[config.mk]
export PLATFORM = sky130hd
export DESIGN_NAME = sdram_axi_line_fetch
export DESIGN_NICKNAME = d
export VERILOG_FILES = /design/src/rtl/sdram_axi_pkg.sv /design/src/rtl/sdram_line_fifo.sv /design/src/rtl/sdram_axi_line_fetch.sv
export SDC_FILE = /design/constraint.sdc
export NUM_CORES = 2
export LEC_CHECK = 0
export CORE_UTILIZATION = 35
export DETAILED_ROUTE_END_ITERATION = 8
export DONT_BUFFER_PORTS = 1
export SYNTH_ARGS = -nofsm -noshare
export SYNTH_HDL_FRONTEND = slang
export SYNTH_SLANG_ARGS = --single-unit
[constraint.sdc]
create_clock -name clk_i -period 7.5 [get_ports clk_i]
set_input_delay 1.125 -clock clk_i [delete_from_list [all_inputs] [get_ports clk_i]]
set_output_delay 1.125 -clock clk_i [all_outputs]
set_load 0.1 [all_outputs]
[src/rtl/sdram_axi_pkg.sv]
// Shared AXI constants and fetch FSM state type for the SDRAM line fetcher.
package sdram_axi_pkg;

  localparam logic [1:0]  AXI_BURST_INCR = 2'b01;
  localparam logic [1:0]  AXI_RESP_OKAY  = 2'b00;
  localparam logic [31:0] AXI_4K_BYTES   = 32'd4096;

  typedef enum logic [1:0] {
    StIdle,
    StReq,
    StData,
    StDone
  } fetch_state_e;

endpackage

[src/rtl/sdram_line_fifo.sv]
// First-word fall-through FIFO holding fetched pixel words.
module sdram_line_fifo #(
  parameter int unsigned Width = 32,
  parameter int unsigned Depth = 64
) (
  input  logic                   clk_i,
  input  logic                   rst_ni,
  input  logic                   push_i,
  input  logic [Width-1:0]       data_i,
  input  logic                   pop_i,
  output logic [Width-1:0]       data_o,
  output logic                   empty_o,
  output logic [$clog2(Depth):0] count_o
);

  localparam int unsigned AW = $clog2(Depth);
  localparam logic [AW:0] Full = (AW+1)'(Depth);

  logic [Width-1:0] mem_q [Depth];
  logic [AW-1:0]    wr_ptr_q, rd_ptr_q;
  logic [AW:0]      count_q, count_d;
  logic             do_push, do_pop;

  assign do_pop  = pop_i && (count_q != '0);
  assign do_push = push_i && ((count_q != Full) || do_pop);

  // Occupancy next state; simultaneous push and pop cancel.
  always_comb begin
    count_d = count_q;
    if (do_push && !do_pop) begin
      count_d = count_q + 1'b1;
    end else if (do_pop && !do_push) begin
      count_d = count_q - 1'b1;
    end
  end

  // Pointer and count registers; pointers wrap at the power-of-two depth.
  always_ff @(posedge clk_i or negedge rst_ni) begin
    if (!rst_ni) begin
      wr_ptr_q <= '0;
      rd_ptr_q <= '0;
      count_q  <= '0;
    end else begin
      if (do_push) wr_ptr_q <= wr_ptr_q + 1'b1;
      if (do_pop)  rd_ptr_q <= rd_ptr_q + 1'b1;
      count_q <= count_d;
    end
  end

  // Storage array, no reset needed.
  always_ff @(posedge clk_i) begin
    if (do_push) mem_q[wr_ptr_q] <= data_i;
  end

  assign data_o  = mem_q[rd_ptr_q];
  assign empty_o = (count_q == '0);
  assign count_o = count_q;

endmodule

[src/rtl/sdram_axi_line_fetch.sv]
// Fetches one line of 32-bit words over AXI4 read bursts into a pixel FIFO.
// Optional SDRAM_LINE_FETCH_STATS_EN adds a consumer-underrun cycle counter.
module sdram_axi_line_fetch
  import sdram_axi_pkg::*;
#(
  parameter int unsigned FIFO_DEPTH = 64,
  parameter int unsigned BURST_LEN  = 16,
  parameter logic [3:0]  AXI_ID     = 4'd0
) (
  input  logic        clk_i,
  input  logic        rst_i,
  input  logic        start_i,
  input  logic [31:0] base_addr_i,
  input  logic [15:0] line_words_i,
  output logic        busy_o,
  output logic        done_o,
  output logic        err_o,
`ifdef SDRAM_LINE_FETCH_STATS_EN
  output logic [15:0] underrun_cnt_o,
`endif
  output logic        pix_valid_o,
  input  logic        pix_ready_i,
  output logic [31:0] pix_data_o,
  output logic        outport_arvalid_o,
  input  logic        outport_arready_i,
  output logic [31:0] outport_araddr_o,
  output logic [3:0]  outport_arid_o,
  output logic [7:0]  outport_arlen_o,
  output logic [1:0]  outport_arburst_o,
  input  logic        outport_rvalid_i,
  output logic        outport_rready_o,
  input  logic [31:0] outport_rdata_i,
  input  logic [1:0]  outport_rresp_i,
  input  logic [3:0]  outport_rid_i,
  input  logic        outport_rlast_i,
  output logic        outport_awvalid_o,
  output logic [31:0] outport_awaddr_o,
  output logic [3:0]  outport_awid_o,
  output logic [7:0]  outport_awlen_o,
  output logic [1:0]  outport_awburst_o,
  output logic        outport_wvalid_o,
  output logic [31:0] outport_wdata_o,
  output logic [3:0]  outport_wstrb_o,
  output logic        outport_wlast_o,
  output logic        outport_bready_o
);

  localparam int unsigned CntW = $clog2(FIFO_DEPTH) + 1;

  fetch_state_e state_q, state_d;
  logic [31:0]  addr_q, addr_d;
  logic [15:0]  remaining_q, remaining_d;
  logic         err_q, err_d;
  logic [12:0]  page_words;
  logic [16:0]  burst_len;
  logic [16:0]  free_words;
  logic [CntW-1:0] fifo_count;
  logic         fifo_empty;
  logic         start_accept, ar_valid, r_ready, beat, bad_beat;
  logic         unused_ok;

  // Read ID is never checked and low address bits are forced to zero.
  assign unused_ok = ^{outport_rid_i, base_addr_i[1:0]};

  // Words left before the 4 KB page boundary; always at least one.
  assign page_words = 13'((AXI_4K_BYTES - {20'd0, addr_q[11:0]}) >> 2);

  // Burst length: limited by BURST_LEN, words remaining and the page boundary.
  always_comb begin
    burst_len = 17'(BURST_LEN);
    if ({1'b0, remaining_q} < burst_len) burst_len = {1'b0, remaining_q};
    if ({4'd0, page_words} < burst_len)  burst_len = {4'd0, page_words};
  end

  assign free_words   = 17'(FIFO_DEPTH) - 17'(fifo_count);
  assign start_accept = (state_q == StIdle) && start_i;
  assign beat         = r_ready && outport_rvalid_i;
  assign bad_beat     = beat && (outport_rresp_i != AXI_RESP_OKAY);

  // Fetch FSM next-state and handshake outputs.
  always_comb begin
    state_d     = state_q;
    addr_d      = addr_q;
    remaining_d = remaining_q;
    err_d       = err_q;
    ar_valid    = 1'b0;
    r_ready     = 1'b0;
    case (state_q)
      StIdle: begin
        if (start_accept) begin
          err_d = 1'b0;
          if (line_words_i != 16'd0) begin
            addr_d      = {base_addr_i[31:2], 2'b00};
            remaining_d = line_words_i;
            state_d     = StReq;
          end else begin
            state_d = StDone;
          end
        end
      end
      StReq: begin
        // Free space only grows while here, so arvalid holds once raised.
        ar_valid = (free_words >= burst_len);
        if (ar_valid && outport_arready_i) begin
          addr_d      = addr_q + {13'd0, burst_len, 2'b00};
          remaining_d = remaining_q - burst_len[15:0];
          state_d     = StData;
        end
      end
      StData: begin
        r_ready = 1'b1;
        if (bad_beat) err_d = 1'b1;
        if (beat && outport_rlast_i) begin
          state_d = (remaining_q != 16'd0) ? StReq : StDone;
        end
      end
      StDone:  state_d = StIdle;
      default: state_d = StIdle;
    endcase
  end

  // FSM and fetch context registers.
  always_ff @(posedge clk_i or negedge rst_i) begin
    if (!rst_i) begin
      state_q     <= StIdle;
      addr_q      <= '0;
      remaining_q <= '0;
      err_q       <= 1'b0;
    end else begin
      state_q     <= state_d;
      addr_q      <= addr_d;
      remaining_q <= remaining_d;
      err_q       <= err_d;
    end
  end

  sdram_line_fifo #(
    .Width (32),
    .Depth (FIFO_DEPTH)
  ) u_fifo (
    .clk_i   (clk_i),
    .rst_ni  (rst_i),
    .push_i  (beat),
    .data_i  (outport_rdata_i),
    .pop_i   (pix_ready_i),
    .data_o  (pix_data_o),
    .empty_o (fifo_empty),
    .count_o (fifo_count)
  );

  assign busy_o      = (state_q == StReq) || (state_q == StData);
  assign done_o      = (state_q == StDone);
  // Error is visible in the same cycle as the failing beat.
  assign err_o       = err_q || bad_beat;
  assign pix_valid_o = !fifo_empty;

  assign outport_arvalid_o = ar_valid;
  assign outport_araddr_o  = addr_q;
  assign outport_arid_o    = AXI_ID;
  assign outport_arlen_o   = (state_q == StReq) ? 8'(burst_len - 17'd1) : 8'd0;
  assign outport_arburst_o = AXI_BURST_INCR;
  assign outport_rready_o  = r_ready;

  assign outport_awvalid_o = 1'b0;
  assign outport_awaddr_o  = '0;
  assign outport_awid_o    = '0;
  assign outport_awlen_o   = '0;
  assign outport_awburst_o = '0;
  assign outport_wvalid_o  = 1'b0;
  assign outport_wdata_o   = '0;
  assign outport_wstrb_o   = '0;
  assign outport_wlast_o   = 1'b0;
  assign outport_bready_o  = 1'b1;

`ifdef SDRAM_LINE_FETCH_STATS_EN
  logic [15:0] underrun_q;

  // Saturating count of fetch cycles with the consumer starved.
  always_ff @(posedge clk_i or negedge rst_i) begin
    if (!rst_i) begin
      underrun_q <= '0;
    end else if (start_accept) begin
      underrun_q <= '0;
    end else if (busy_o && !pix_valid_o && (underrun_q != 16'hFFFF)) begin
      underrun_q <= underrun_q + 16'd1;
    end
  end

  assign underrun_cnt_o = underrun_q;
`endif

endmodule

[Word-level counts from Yosys, hierarchy flattened]
Memory sizes are Yosys's and may differ from the RTL's.
Cells that the tools add are included.
Word-level totals
  latch bits: 0
  bits in read-only memories: 0
  output and inout bits: 170
  memories kept: 1
  bits of input ports: 93
  logic and storage cells: 82
  RAM bits: 2048
  bits in registers: 70
Memory list
  u_fifo.mem_q: depth 64, bits a word 32, rd ports 1, clocked after Yosys merged registers in 0, wr ports 1, RTL line sdram_line_fifo.sv:19  | logic [Width-1:0] mem_q [Depth];
Operators by class
  equal/unequal tests: 9
  shift-type cells: 0
  magnitude comparators: 3
  multiply operators: 0
  $add $sub $neg: 9
  divide/modulo/power cells: 0
  bitwise operators: 0
  reductions and logical operators: 27
  multiplexer cells: 26
Operators by type and width (number)
  $mux 32: 3
  $mux 16: 5
  $pmux 32 s2: 1
  $add 32x18->32: 1
  $pmux 16 s2: 1
  $reduce_bool 16->1: 2
  $ge 17x16->1: 1
  $lt 13x16->1: 1
  $lt 16x5->1 const B: 1
  $sub 16x16->16: 1
  $mux 7: 2
  $sub 13x12->14 const A: 1
  $add 6x1->6 const B: 2
  $mux 2: 5
  $logic_and 1x1->1: 9
  $mux 8: 1
  $ne 2x2->1 const B: 4
  $pmux 2 s4: 1
  $reduce_bool 2->1: 4
  $sub 7x7->8 const A: 1
  $sub 8x1->8 const B: 1
  $add 7x1->7 const B: 1
  $logic_not 7->1: 1
  $ne 7x7->1 const B: 1
  other kinds (12): 23

[Longest topological paths before layout]
  word-level depth: 8
  depth in mapped cells: 26
  depth with buffers taken out: 24

[Hierarchy]
A second synthesis with hierarchy kept.
Unflattened totals
  cell total of the unflattened synthesis: 4316
  area, all modules: 85097.9 um2
By module, submodules not included
  sdram_line_fifo: instances 1, area an instance 78870.6 um2, cells each 3531, seq. area each 61974.4 um2
  sdram_axi_line_fetch: instances 1, area an instance 6227.2 um2, cells each 785, seq. area each 1226.2 um2

[Worst setup path after synthesis]
OpenSTA, ideal clock, no wires.
  path kind: reg2out
  start: register addr_q[4] (netlist: outport_araddr_o[4])
  end: output port outport_arvalid_o
  data required time: 6.375 ns
  arrival time: 6.375 ns
  setup slack: 0.000 ns
  cell stages (with the launch flop): 22
  path buffers: 2
  cells stage by stage: dfrtp_1 -> buf_2 -> or4_1 -> nor4_1 -> nand2_1 -> xor2_1 -> ha_1 -> a21o_1 -> a211oi_2 -> o211ai_2 -> nand2_1 -> clkbuf_1 -> nor2_1 -> a21oi_1 -> ha_1 -> nand4_1 -> nor4_1 -> nand2b_1 -> a2111oi_0 -> a2111oi_2 -> nor3b_1 -> nor2_1
Between the ends
  longest elaborated chain between the ends: 5
RTL lines
  from (decl): RTL line sdram_axi_line_fetch.sv:51  | logic [31:0] addr_q, addr_d;
  from (signal assigned): RTL line sdram_axi_line_fetch.sv:131  | addr_q <= addr_d;
  $sub 13x12->14 (*): RTL line sdram_axi_line_fetch.sv:66  | assign page_words = 13'((AXI_4K_BYTES - {20'd0, addr_q[11:0]}) >> 2);
  $lt 13x16->1: RTL line sdram_axi_line_fetch.sv:72  | if ({4'd0, page_words} < burst_len) burst_len = {4'd0, page_words};
  $mux 16 (*): RTL line sdram_axi_line_fetch.sv:72
  $ge 17x16->1 (*): RTL line sdram_axi_line_fetch.sv:103  | ar_valid = (free_words >= burst_len);
  $mux 1 (*): RTL line sdram_axi_line_fetch.sv:88  | case (state_q)
  to (decl): RTL line sdram_axi_line_fetch.sv:24  | output logic outport_arvalid_o,
Every way passes the cells marked *; elsewhere a longest branch is shown, timed or not.

[Final worst setup path]
  start: register addr_q[7] (netlist: outport_araddr_o[7])
  end: output port outport_arvalid_o
Same word-level chain as after synthesis.

==> flow_summary.toml <==
[sta]
setup_viol = 0
drv_slew = 0
worst_pin_slew_ps = 1224
finalHoldViolations = 0
fmax_ghz = 0.1396
rsz0062_at_grt = "false"
setup_tns_ps = 0
hold-worst-slack_ps = 203.5
slew_headroom_pct = 18.20
period_share_pct = 95.53
finalCriticalPeriod_ps = 7165
worst_slack_ps = 335.3
fin_skew_ps = 66.13

[floorplan]
die-area_um2 = 244800
die_height_um = 494.8
ios = 263
core_region_area_um2 = 241000
start_util_pct = 35.27
num_rows = 180
die_w_um = 494.8

[clocking]
cts.clk_slew.worst_paths_ps = 60
clk-insertion-delay-late_ps = 820
cts_buffer_depth = 3
cts_tree = "yes"
numCtsBuffers = 207
root_buffer = "clkbuf_16"
htreeDepth = 4
numClockSinks = 2116

[worst_setup_path]
reg2reg_slack_ps = 1010
r2r-end = "outport_araddr_o[30]$_DFFE_PN0P_"
cpMaxStageDelayCell = "or4_1"
crit_family = "simple AND/OR/NAND/NOR gates"
crit_fanout = 11
critPathLaunchType = "flip-flop"
cp-end-kind = "output pin"
cp_cell_sequence = "or4_1, nor4_2, nand2_1, xor2_1, ha_1, a21o_1, a211oi_2, o211ai_2, nand2_4, and2_1, inv_1, ha_1, nand4_1, nor4_2, nand2b_1, a2111oi_1, a2111oi_2, nor3b_2, nor2_2, buf_12"
required_ps = 6380
critPathArrivalTime_ps = 6040
cp_slowest_stage_delay_ps = 660
rr_startpoint = "outport_araddr_o[7]$_DFFE_PN0P_"
r2r_cells = 22
cp.buffers_inverters = 2
path_class = "flip-flop to output pin"

[finish]
instances_no_fill = 7388
area_delta_synth_final_pct = 13.60
drive_gt1_share_pct = 28.64
num-nets-final = 4200
final_area_um2 = 96540
post-route-util_pct = 40.06
fillers = 21040

[synth]
ys.flop_type = "edfxtp_1"
synth_top_cell_by_area = "edfxtp_1"
syn_area_um2 = 84980
synth.distinct_cells = 75
syn_avg_cell_area_um2 = 21.93
netlist.area_leader.share_pct = 72.37
async_flop_share_pct = 3.214
netlist_instances = 3875
synth_edf_count = 2048
ys_ff_latch = 2116
synth-seq-area-share_pct = 74.37
synth_area_leaders = "edfxtp_1 72%, mux4_2 18%, dfrtp_1 2.0%, ha_1 1.1%, buf_4 0.85%"
yosysWarnings = 0

[placement]
dp_cells = 7007
io_buffers = 0
hpwl_um = 117600
placed_area_um2 = 89610
place_ws_ps = 755.0
gp_congestion = 0.8276

[status]
status = "complete, no violations"

[detailed_routing]
final_antenna_net_count = 0
drtIter0Drc = 4393
post_drt_wl_per_cell_um = 27.63
drc = 0
dr.pass1.iters = 6
num_vias = 39680
totalWireLength_um = 204100
vias_per_cell = 5.371

[job]
maxCapViolCount = 0

[grt]
gr-usage-met1_pct = 22.45
grt_usage_pct = 16.60
grt_pass1_vias = 40530
antenna_found_initial = 12
grt_max_degree = 112
grt_pass1_wl_um = 293800
globalRoute.totalOverflow = 0
grt_use_met3_pct = 2.976
grtUsageMet2_pct = 27.96
busiest_layer = "met2"

[pwr]
ir_drop_v = 0.0002721
pwr_density_cell_nw_per_um2 = 403.0
p_leak_nw = 29.95
fin_total_pwr_mw = 38.91

[hold_path]
hp-class = "input port to async pin"
-- cells in the mapped netlist (3+ instances only) --
cell      instances
nand2_1         102
a21oi_1          46
ha_1             72
edfxtp_1       2048
mux4_2          672
or2_2             4
o21a_1            6
nor2b_1           8
nor2_1          136
nor3b_1           3
nor4b_1           4
nand2b_1          8
a21o_1           27
a211oi_1          9
xor2_1           17
and2_1            8
mux2i_1          17
buf_4            96
nand4_1          15
xnor2_1          43
and3_1            4
clkbuf_1        132
a31oi_1           9
or3_1             8
nor4_1           13
o21bai_1          5
and4_1            3
inv_1            38
fa_1              3
o211ai_1         13
dfrtp_1          68
a32o_1            4
o21ai_0          50
a221oi_2          4
mux2_2           10
buf_1            50
buf_2             6
nand3_1          26
o41ai_1           4
nor3_1           20
nor4_2            3
nand3b_1          9
a31o_2            3
a211o_1           7
-- layout make-up --
| class | instances | area, um^2 | share of cell area, % |
|---|---|---|---|
| Clock buffer | 253 | 5384 | 5.577 |
| Clock inverter | 124 | 1445 | 1.497 |
| Antenna cell | 3 | 7.507 | 0.007776 |
| Timing Repair Buffer | 120 | 1159 | 1.200 |
| Inverter | 41 | 153.9 | 0.1594 |
| Tap cell | 3185 | 3985 | 4.128 |
| Sequential cell | 2116 | 63220 | 65.48 |
| Multi-Input combinational cell | 1546 | 21190 | 21.95 |
-- state kept, by name, indices dropped and copies added (netlist names) --
register and count:
u_fifo.wr_ptr_q 6, err_q 1, u_fifo.rd_ptr_q 6, u_fifo.mem_q 2048, outport_araddr_o 30, state_q 2
u_fifo.count_o 7, remaining_q 16
-- cells by family (layout without fill, tap and decap cells) --
kind of cell	after synthesis	count (layout)	synth area share (%)
flip-flops	2116	2116	74.37
multiplexers	699	699	18.14
AND/OR/NAND/NOR	381	381	2.111
buffers and inverters	326	538	1.882
AO/OA/AOI/OAI	216	216	1.740
adder cells (fa/ha/maj)	75	75	1.131
XOR/XNOR	60	60	0.6184
other	2	118	0.008837
-- power by group --
group | switching, mW | internal (mW)
clock | 4.50 | 5.93
combinational | 8.80 | 5.55
sequential | 0.918 | 13.2
-- cell usage in the layout (no fill, tap or decap), types with 23 or more instances in the layout --
cell / netlist / final
nor2_4: 0 / 65
buf_4: 96 / 100
clkinv_1: 1 / 47
a21oi_1: 46 / 46
o21ai_0: 50 / 50
ha_1: 72 / 71
xnor2_1: 43 / 43
dfrtp_1: 68 / 62
nand2_1: 102 / 101
edfxtp_1: 2048 / 2048
nand3_1: 26 / 26
clkbuf_16: 0 / 208
bufinv_16: 0 / 23
clkbuf_1: 132 / 44
a21o_1: 27 / 27
conb_1: 2 / 115
inv_1: 38 / 38
mux4_2: 672 / 672
clkinv_2: 0 / 28
nor2_1: 136 / 62
-- layer usage --
metal | vias to the layer above | routed length (um)
met4 | 2 | 3713
met2 | 1373 | 102400
met5 | - | 11
li1 | 16460 | -
met1 | 21590 | 84620
met3 | 257 | 13350
-- worst reg2reg max path: stages, from the launching register on --
cell       delay, ps
dfrtp_1          370
or4_1            660
nor4_2           260
nand2_1          130
xor2_1           180
ha_1             270
a21o_1           180
a211oi_2         360
o211a_4          280
nor2_4            90
a31oi_1          320
inv_1            220
ha_1             310
nand4_1          100
nor4_2            60
nand2b_1         150
nor3_1            90
a2111oi_2        430
or3b_1           430
o21ai_4          640
nor2_2           290
a32o_1           280
a211o_1          230
-- how the worst max path moves through the flow --
stage,startpoint,end,slack (ps),cells past startpoint
2_1_floorplan,outport_araddr_o[4]$_DFFE_PN0P_,outport_arvalid_o,0.4,21
3_3_place_gp,outport_araddr_o[7]$_DFFE_PN0P_,outport_arvalid_o,870,19
3_5_place_dp,outport_araddr_o[7]$_DFFE_PN0P_,outport_arvalid_o,760,19
4_1_cts,outport_araddr_o[7]$_DFFE_PN0P_,outport_arvalid_o,8,19
5_1_grt,outport_araddr_o[7]$_DFFE_PN0P_,outport_arvalid_o,9,20
6_report,outport_araddr_o[7]$_DFFE_PN0P_,outport_arvalid_o,340,20
-- repair_timing --
action	CTS	global route
resized for setup	4	11
hold buffers	1	0
buffers inserted	0	0
pin swaps	0	1
setup endpoints to repair	1	1
endpoints found under the hold margin	68	0
Power figures use the tool's default switching activity.
